## src/rtl/vram_scroll_engine.sv

```systemverilog
// rtl/vram_scroll_engine.sv - VRAM fill/scroll sequencer arbitrating RAM port A with the host; optional ABORT input under VRAM_SCROLL_ABORT_EN
module vram_scroll_engine #(
    parameter int WORDS     = 1200,
    parameter int ROW_WORDS = 40,
    parameter int ROWS      = 30,
    parameter int AW        = 11
) (
    input  logic          CLK,
    input  logic          RESET_N,
    input  logic          HOST_READ,
    input  logic          HOST_WRITE,
    input  logic [AW-1:0] HOST_ADDR,
    input  logic [3:0]    HOST_BYTE_EN,
    input  logic [31:0]   HOST_WRITEDATA,
    output logic          HOST_WAIT,
    output logic [31:0]   HOST_READDATA,
    input  logic          CMD_VALID,
    output logic          CMD_READY,
    input  logic          CMD_OP,
    input  logic [4:0]    CMD_ROWS,
    input  logic [31:0]   CMD_FILL,
`ifdef VRAM_SCROLL_ABORT_EN
    input  logic          ABORT,
`endif
    output logic          BUSY,
    output logic          DONE,
    output logic [AW-1:0] MEM_ADDR,
    output logic [3:0]    MEM_BYTE_EN,
    output logic [31:0]   MEM_WDATA,
    output logic          MEM_WREN,
    output logic          MEM_RDEN,
    input  logic [31:0]   MEM_RDATA
);

    typedef enum logic [2:0] {S_IDLE, S_FILL, S_SCR_RD, S_SCR_WR, S_FIN} state_t;

    localparam logic [AW-1:0] LAST_WORD = AW'(WORDS - 1);
    localparam logic [4:0]    ROWS_MAX  = 5'(ROWS);

    state_t        state_q, state_d;
    logic [AW-1:0] ptr_q, ptr_d;
    logic [AW-1:0] move_q, move_d;
    logic [4:0]    rows_q, rows_d;
    logic [31:0]   fill_q, fill_d;
    logic [31:0]   hold_q, hold_d;
    logic          rd_pend_q, rd_pend_d;
    logic          last_host_q, last_host_d;

    logic          eng_req, host_req, host_gnt, eng_gnt;
    logic [4:0]    rows_clamp;
    logic [AW-1:0] src_offset, eng_addr;
    logic [31:0]   eng_wdata;
    logic          eng_wren, eng_rden;

    // Port A arbitration: sole requester wins, contention alternates on the last grant
    always_comb begin
        eng_req  = (state_q == S_FILL) || (state_q == S_SCR_RD) || (state_q == S_SCR_WR);
        host_req = HOST_READ | HOST_WRITE;
        host_gnt = host_req && (!eng_req || !last_host_q);
        eng_gnt  = eng_req && !host_gnt;
    end

    // Engine access for the current state; a scroll write right after its read bypasses the hold register
    always_comb begin
        src_offset = AW'(int'(rows_q) * ROW_WORDS);
        eng_addr   = ptr_q;
        eng_wdata  = fill_q;
        eng_wren   = 1'b0;
        eng_rden   = 1'b0;
        case (state_q)
            S_FILL: eng_wren = 1'b1;
            S_SCR_RD: begin
                eng_addr = ptr_q + src_offset;
                eng_rden = 1'b1;
            end
            S_SCR_WR: begin
                eng_wdata = rd_pend_q ? MEM_RDATA : hold_q;
                eng_wren  = 1'b1;
            end
            default: ;
        endcase
    end

    // Drive port A from whichever requester holds the grant; status outputs
    always_comb begin
        MEM_ADDR    = eng_addr;
        MEM_BYTE_EN = 4'hF;
        MEM_WDATA   = eng_wdata;
        MEM_WREN    = 1'b0;
        MEM_RDEN    = 1'b0;
        if (host_gnt) begin
            MEM_ADDR    = HOST_ADDR;
            MEM_BYTE_EN = HOST_BYTE_EN;
            MEM_WDATA   = HOST_WRITEDATA;
            MEM_WREN    = HOST_WRITE;
            MEM_RDEN    = HOST_READ & ~HOST_WRITE;
        end else if (eng_gnt) begin
            MEM_WREN = eng_wren;
            MEM_RDEN = eng_rden;
        end
        HOST_WAIT     = host_req & ~host_gnt;
        HOST_READDATA = MEM_RDATA;
        CMD_READY     = (state_q == S_IDLE);
        BUSY          = (state_q != S_IDLE);
        DONE          = (state_q == S_FIN);
    end

    // Command sequencing; engine states only advance when the engine holds the port
    always_comb begin
        state_d     = state_q;
        ptr_d       = ptr_q;
        rows_d      = rows_q;
        move_d      = move_q;
        fill_d      = fill_q;
        hold_d      = rd_pend_q ? MEM_RDATA : hold_q;
        rd_pend_d   = eng_gnt && (state_q == S_SCR_RD);
        last_host_d = host_gnt ? 1'b1 : (eng_gnt ? 1'b0 : last_host_q);
        rows_clamp  = (CMD_ROWS > ROWS_MAX) ? ROWS_MAX : CMD_ROWS;
        case (state_q)
            S_IDLE: begin
                if (CMD_VALID) begin
                    fill_d = CMD_FILL;
                    rows_d = rows_clamp;
                    move_d = AW'((ROWS - int'(rows_clamp)) * ROW_WORDS);
                    ptr_d  = '0;
                    if (!CMD_OP || rows_clamp == ROWS_MAX) begin
                        state_d = S_FILL;
                    end else if (rows_clamp == 5'd0) begin
                        state_d = S_FIN;
                    end else begin
                        state_d = S_SCR_RD;
                    end
                end
            end
            S_SCR_RD: begin
                if (eng_gnt) state_d = S_SCR_WR;
            end
            S_SCR_WR: begin
                if (eng_gnt) begin
                    ptr_d   = ptr_q + AW'(1);
                    state_d = ((ptr_q + AW'(1)) == move_q) ? S_FILL : S_SCR_RD;
                end
            end
            S_FILL: begin
                if (eng_gnt) begin
                    ptr_d = ptr_q + AW'(1);
                    if (ptr_q == LAST_WORD) state_d = S_FIN;
                end
            end
            S_FIN:   state_d = S_IDLE;
            default: state_d = S_IDLE;
        endcase
`ifdef VRAM_SCROLL_ABORT_EN
        // The access granted this cycle still completes; the command ends next cycle
        if (ABORT && eng_req) state_d = S_FIN;
`endif
    end

    // State and datapath registers
    always_ff @(posedge CLK or negedge RESET_N) begin
        if (!RESET_N) begin
            state_q     <= S_IDLE;
            ptr_q       <= '0;
            move_q      <= '0;
            rows_q      <= '0;
            fill_q      <= '0;
            hold_q      <= '0;
            rd_pend_q   <= 1'b0;
            last_host_q <= 1'b0;
        end else begin
            state_q     <= state_d;
            ptr_q       <= ptr_d;
            move_q      <= move_d;
            rows_q      <= rows_d;
            fill_q      <= fill_d;
            hold_q      <= hold_d;
            rd_pend_q   <= rd_pend_d;
            last_host_q <= last_host_d;
        end
    end

endmodule
```

## config.mk

```make
export PLATFORM = sky130hd
export DESIGN_NAME = vram_scroll_engine
export DESIGN_NICKNAME = d
export VERILOG_FILES = /design/src/rtl/vram_scroll_engine.sv
export SDC_FILE = /design/constraint.sdc
export NUM_CORES = 1
export LEC_CHECK = 0
export BUFFER_PORTS_ARGS = -buffer_cell sky130_fd_sc_hd__buf_2
export CAP_MARGIN = 20
export CORE_UTILIZATION = 36
export DETAILED_ROUTE_END_ITERATION = 8
export HOLD_SLACK_MARGIN = 0.03
export SYNTH_ARGS = -nofsm -noshare
export SYNTH_HDL_FRONTEND = slang
export SYNTH_SLANG_ARGS = --single-unit
```

## constraint.sdc

```tcl
create_clock -name CLK -period 3.65 [get_ports CLK]
set_input_delay 0.73 -clock CLK [delete_from_list [all_inputs] [get_ports CLK]]
set_output_delay 0.73 -clock CLK [all_outputs]
set_load 0.1 [all_outputs]
```

Yosys cells after proc, flatten, opt, wreduce, memory -nomap -nowiden
Cells that the tools add are included.

word-level totals
  bits in registers = 93
  input port bits = 122
  output and inout port bits = 85
  word-level logic and storage cells = 79

cells by class
  add/sub/neg operators = 3
  multiply operators = 2
  order comparisons = 1
  equal/unequal tests = 13
  muxes and demuxes = 27
  bitwise logic cells = 5
  reductions and logical operators = 20

operator list
  kind                     count
  $mux W32                 3
  $mux W11                 4
  $pmux W11 S2             1
  $mux W3                  7
  $pmux W3 S4              1
  $add A11 B1 Y11 const B  1
  $add A11 B11 Y11         1
  $eq A11 B11 Y1           1
  $eq A11 B11 Y1 const B   1
  $mul A5 B3 Y8 const B    1
  $mul A6 B4 Y8 const B    1
  $mux W1                  8
  $ne A2 B2 Y1 const B     4
  $eq A3 B2 Y1 const B     2
  $sub A5 B5 Y6 const A    1
  $eq A5 B5 Y1 const B     1
  $gt A5 B5 Y1 const B     1
  $logic_not A5 Y1         1
  $mux W5                  1
  $reduce_and A5 Y1        1
  $logic_not A1 Y1         4
  $logic_or A1 B1 Y1       4
  $mux W4                  1
  $ne A2 B1 Y1 const B     2
  13 further kinds         18

Depth between registers and ports, before layout
  depth after elaboration = 10
  mapped depth = 15
  gate-level depth less buffers = 15

Worst setup path before layout
OpenSTA, ideal clock, no wires.

  kind = flip-flop to output port
  start point = register rows_q[1]
  end point = output port MEM_ADDR[10]
  arrival = 4741 ps
  required time = 2920 ps
  slack = -1821 ps
  stages on the path, launching flop included = 11
  buffers on the path = 0
  path through = dfrtp_1 > ha_1 > ha_1 > fa_1 > ha_1 > o21a_1 > a2111oi_0 > o32a_1 > nor3_1 > xnor2_1 > o21ai_0

between the ends
  longest elaborated chain between the ends = 4

ends and longest elaborated chain
  item                    RTL line  RTL
  from (decl)             43        logic [4:0] rows_q, rows_d;
  from (signal assigned)  174       rows_q <= rows_d;
  $mul A5 B3 Y8           65        src_offset = AW'(int'(rows_q) * ROW_WORDS);
  $add A11 B11 Y11        73        eng_addr = ptr_q + src_offset;
  $mux W11                70        case (state_q)
  $mux W11                91        if (host_gnt) begin
  to (decl)               27        output logic [AW-1:0] MEM_ADDR,

Every way passes these cells.

Worst setup path after layout
Same ends and word-level chain as after synthesis.

==> run summary <==
CLOCKING
--------------------------------------------------------------------------------------------------
Total number of clock tree sinks                                                                92
Hold buffer count at cts                                                                         0
Clock latency on the worst-skew pair                                                       0.34 ns
TritonCTS clock tree                                                                          done
Number of levels in the clock H-tree                                                             3
Root buf cell                                                                         sky130_fd_sc_hd__clkbuf_16
Maximum buffer depth of the clock tree                                                           2
Clock transition time at the flip-flop clock pins of the worst setup and hold paths        0.07 ns
Total clock buffers created by CTS                                                               9

ROUTING
--------------------------------------------------------------------------------------------------
Number of violations reported at the end of detailed-routing iteration 0                       273
Wire length on met2                                                                       7.366 mm
Detailed Routing Iterations Pass 1                                                               4
Routed wire length                                                                        15.09 mm
Met3 wire length                                                                            778 um
Avg Vias per Cell                                                                            4.756
Highest signal layer in the routed design                                                     met4
Wire length the detailed router placed on met1                                            6.731 mm
Number of remaining DRC errors                                                                   0
DR vias                                                                                       5084
Wire length per cell                                                                      14.12 um
Remaining antenna violation count                                                                0

STA
--------------------------------------------------------------------------------------------------
Slew Limit Headroom                                                                         0.4516
Final Setup Violations                                                                           3
Post-Route Hold Slack                                                                    0.4659 ns
Max Transition Viols Final                                                                       0
Setup repair after global routing missed its margin                                           true
Clock period minus final worst setup slack                                                3.954 ns
Crit share post-route                                                                        1.083
Highest attainable clock frequency                                                      0.2529 GHz
Clk_skew                                                                               0.007178 ns
Pin slew with the least headroom to its limit                                            0.8226 ns
Hold violation count in the final report                                                         0
Fin worst setup slack                                                                   -0.3044 ns

WORST SETUP PATH
--------------------------------------------------------------------------------------------------
Worst setup SP type                                                                           flop
Peak per-stage delay on the critical path                                                  0.54 ns
Arrival time at the worst endpoint                                                         3.22 ns
Master of the slowest instance on the critical path                                   sky130_fd_sc_hd__fa_2
Top cell family by delay on the critical path                                          adder cells
Endpoint kind of the worst setup timing path                                           output port
Critical path, cell by cell                                                           ha_1 -> ha_2 -> fa_2 -> ha_4 -> o21a_4 -> a2111oi_4 -> o32a_1 -> nor3_2 -> xnor2_2 -> o21ai_2 -> buf_12
Launch instance of the worst register-to-register path                                    ptr_q[0]
Top fanout value on the critical path                                                            2
Category of the most critical setup path                                              flop to output port
Critical Path RT                                                                           2.92 ns
CP Launch Point                                                                          rows_q[1]
Sum of buffers and inverters on the critical path                                                1

LAYOUT
--------------------------------------------------------------------------------------------------
Area growth, synth to finish                                                                32.63%
Share of post-route cells with drive strength above 1                                       0.3693
Inserted Diodes                                                                                  0
Post-layout instance count excluding filler cells                                             1069
Layout Nets                                                                                   1000
Count of fill cells added during filler insertion                                             1548
Share of the core filled with cells                                                         0.4902
Footprint of the flip-flops and latches                                                   2302 um2
Area used by multi-input combinational logic                                              3232 um2

FLOORPLAN
--------------------------------------------------------------------------------------------------
Chip Width                                                                                129.7 um
Area inside the core boundary                                                            15890 um2
Vert. Die Dim                                                                             129.7 um
Total Die Area                                                                           16820 um2
Initial core utilization                                                                    0.3696
Boundary pin count                                                                             207
Placement Rows                                                                                  46

FLOW RUN
--------------------------------------------------------------------------------------------------
Max-cap violations                                                                               0

YOSYS
--------------------------------------------------------------------------------------------------
Number of enable flip-flop cells after synthesis                                                 0
Synth Area in Adders                                                                       0.06777
Area fraction of the dominant cell type after synthesis                                     0.3922
Main area contributors after synthesis                                                sky130_fd_sc_hd__dfrtp_1, sky130_fd_sc_hd__nand2_1, sky130_fd_sc_hd__mux2_2
Cell with the most instances after synthesis                                          sky130_fd_sc_hd__nand2_1
Syn Inst Count                                                                                 672
Share of synthesized area occupied by flip-flops and latches                                0.3922
Portion of netlist area occupied by mux cells                                               0.1251
Most common flop cell mapped by yosys                                                 sky130_fd_sc_hd__dfrtp_1
Number of warnings issued by yosys                                                               0
Yosys cell types                                                                                53
Share of synthesized cell area in and, or, nand and nor gates                               0.1931
#FFs+latches synth                                                                              92
Dominant combinational cell family by area after synthesis                            simple AND/OR/NAND/NOR gates
XOR/XNOR Fraction of Synth Area                                                            0.03730
Biggest area consumer among synthesized cells                                         sky130_fd_sc_hd__dfrtp_1
Compound-cell area share of the yosys netlist                                               0.1040
Async set-reset flop share out of synthesis                                                  1.000
Synth top cells by count                                                              sky130_fd_sc_hd__nand2_1, sky130_fd_sc_hd__dfrtp_1, sky130_fd_sc_hd__o21ai_0
Syn Std Cell Area                                                                         5871 um2
Mean post-synth cell area                                                                8.736 um2

GLOBAL ROUTE
--------------------------------------------------------------------------------------------------
Total routing usage reported by global routing                                              0.1789
Maximum number of pins on one net before global-route repair                                    65
Antenna violations before repair                                                                 0
Via count of the first global-routing pass                                                    4695
Wire length of the first global-routing pass                                              23.41 mm
Sum of overflow across all layers after global routing                                           0

POWER AND IR DROP
--------------------------------------------------------------------------------------------------
Leak                                                                                      3.912 nW
Peak supply drop                                                                       0.0003348 V
Power per cell area                                                                   556.5 nW/um2

MIN PATH
--------------------------------------------------------------------------------------------------
Worst min path class                                                                  input pin to async pin

RUN STATUS
--------------------------------------------------------------------------------------------------
Outcome                                                                               finished with violations
Violated checks                                                                       setup timing

PLACED DESIGN
--------------------------------------------------------------------------------------------------
Routability-driven placement congestion ratio                                               0.8257
Placement-stage worst setup slack                                                       -0.1789 ns
Post-DP HPWL                                                                              11.54 mm
Number of input and output port buffers inserted                                               206
Placed cells                                                                                  1050

[cells in the final DEF (no fill, tap or decap), types with 3 or more instances in the layout]
master                        n
sky130_fd_sc_hd__nand3_1      8
sky130_fd_sc_hd__ha_2         3
sky130_fd_sc_hd__dfrtp_1     92
sky130_fd_sc_hd__nand2_1    178
sky130_fd_sc_hd__buf_4       28
sky130_fd_sc_hd__xor2_1      14
sky130_fd_sc_hd__nand2b_1     8
sky130_fd_sc_hd__a21oi_1     19
sky130_fd_sc_hd__xnor2_1     10
sky130_fd_sc_hd__inv_1       15
sky130_fd_sc_hd__nor3_2       3
sky130_fd_sc_hd__buf_12      21
sky130_fd_sc_hd__ha_1        22
sky130_fd_sc_hd__nor3_1       6
sky130_fd_sc_hd__a21o_1       4
sky130_fd_sc_hd__clkbuf_16   10
sky130_fd_sc_hd__mux2i_1     34
sky130_fd_sc_hd__o21ai_0     28
sky130_fd_sc_hd__nor2b_1      6
sky130_fd_sc_hd__or3_1        3
sky130_fd_sc_hd__a31oi_1      5
sky130_fd_sc_hd__nor2_1      22
sky130_fd_sc_hd__o21ai_1     34
sky130_fd_sc_hd__mux2_2      35
sky130_fd_sc_hd__o31ai_1      4
sky130_fd_sc_hd__and2_1       5
sky130_fd_sc_hd__buf_2      185
[worst paths after layout]
check                                to  slack [ns]  depth (start not counted)
max reg2reg                  state_q[0]        0.96                          8
max                        MEM_ADDR[10]       -0.30                         11
min in group CLK             fill_q[22]        0.47                          2
max in group asynchronous    hold_q[25]        2.43                          2
min                          hold_q[16]        0.47                          1
min reg2reg                  fill_q[22]        0.47                          2
[metrics by stage]
step	area (um2)	power (W)	TNS, ns
after global placement	7330	0.003323	-0.1886
after detailed placement	7330	0.003332	-0.1789
after global routing	7786	0.004523	-0.9980
after floorplan	5896	0.002778	-2.478
final	7786	0.004333	-0.5652
after CTS	7709	0.004368	-0.6013
[what timing repair did]
action	in CTS	in global routing
setup endpoints to repair	3	4
buffers inserted	2	3
pin swaps	11	13
gates resized for setup	9	9
[power breakdown]
group          leakage [nW]  switching, W  internal [W]
logic                  2.51       0.00166      0.000535
clock network         0.160      0.000410      0.000625
registers              1.25     0.0000425       0.00106
total                  3.91       0.00211       0.00222
[cells by family (layout without fill, tap and decap cells)]
family          count (synthesis)  count (layout)
mux                            69              69
flops                          92              92
buf+inv                        87             267
xor+xnor                       25              25
fa+ha+maj                      30              30
compound gates                110             110
simple gates                  258             258
other cells                     1               2
[sequential cells by signal, summed over array words and instances, names as in the netlist]
| name | count |
|---|---|
| fill_q | 32 |
| hold_q | 32 |
| ptr_q | 11 |
| move_q | 7 |
| rows_q | 5 |
| state_q | 3 |
| last_host_q | 1 |
| rd_pend_q | 1 |
[per-layer routing]
| metal | vias to the layer above | GRT usage |
|---|---|---|
| met5 | - | 0 |
| met4 | 0 | 0.06019 |
| met3 | 22 | 0.02542 |
| met2 | 165 | 0.3089 |
| met1 | 2318 | 0.2297 |
| li1 | 2579 | - |
[area by class of cell]
class / count / area share
multi-input cells: 494 / 0.4151
repair buffers: 236 / 0.2046
inverters: 15 / 0.007231
clock inverters: 6 / 0.01205
clock buffers: 10 / 0.03069
well taps: 216 / 0.03471
flip-flops and latches: 92 / 0.2957
(Power assumes the default switching activity.)
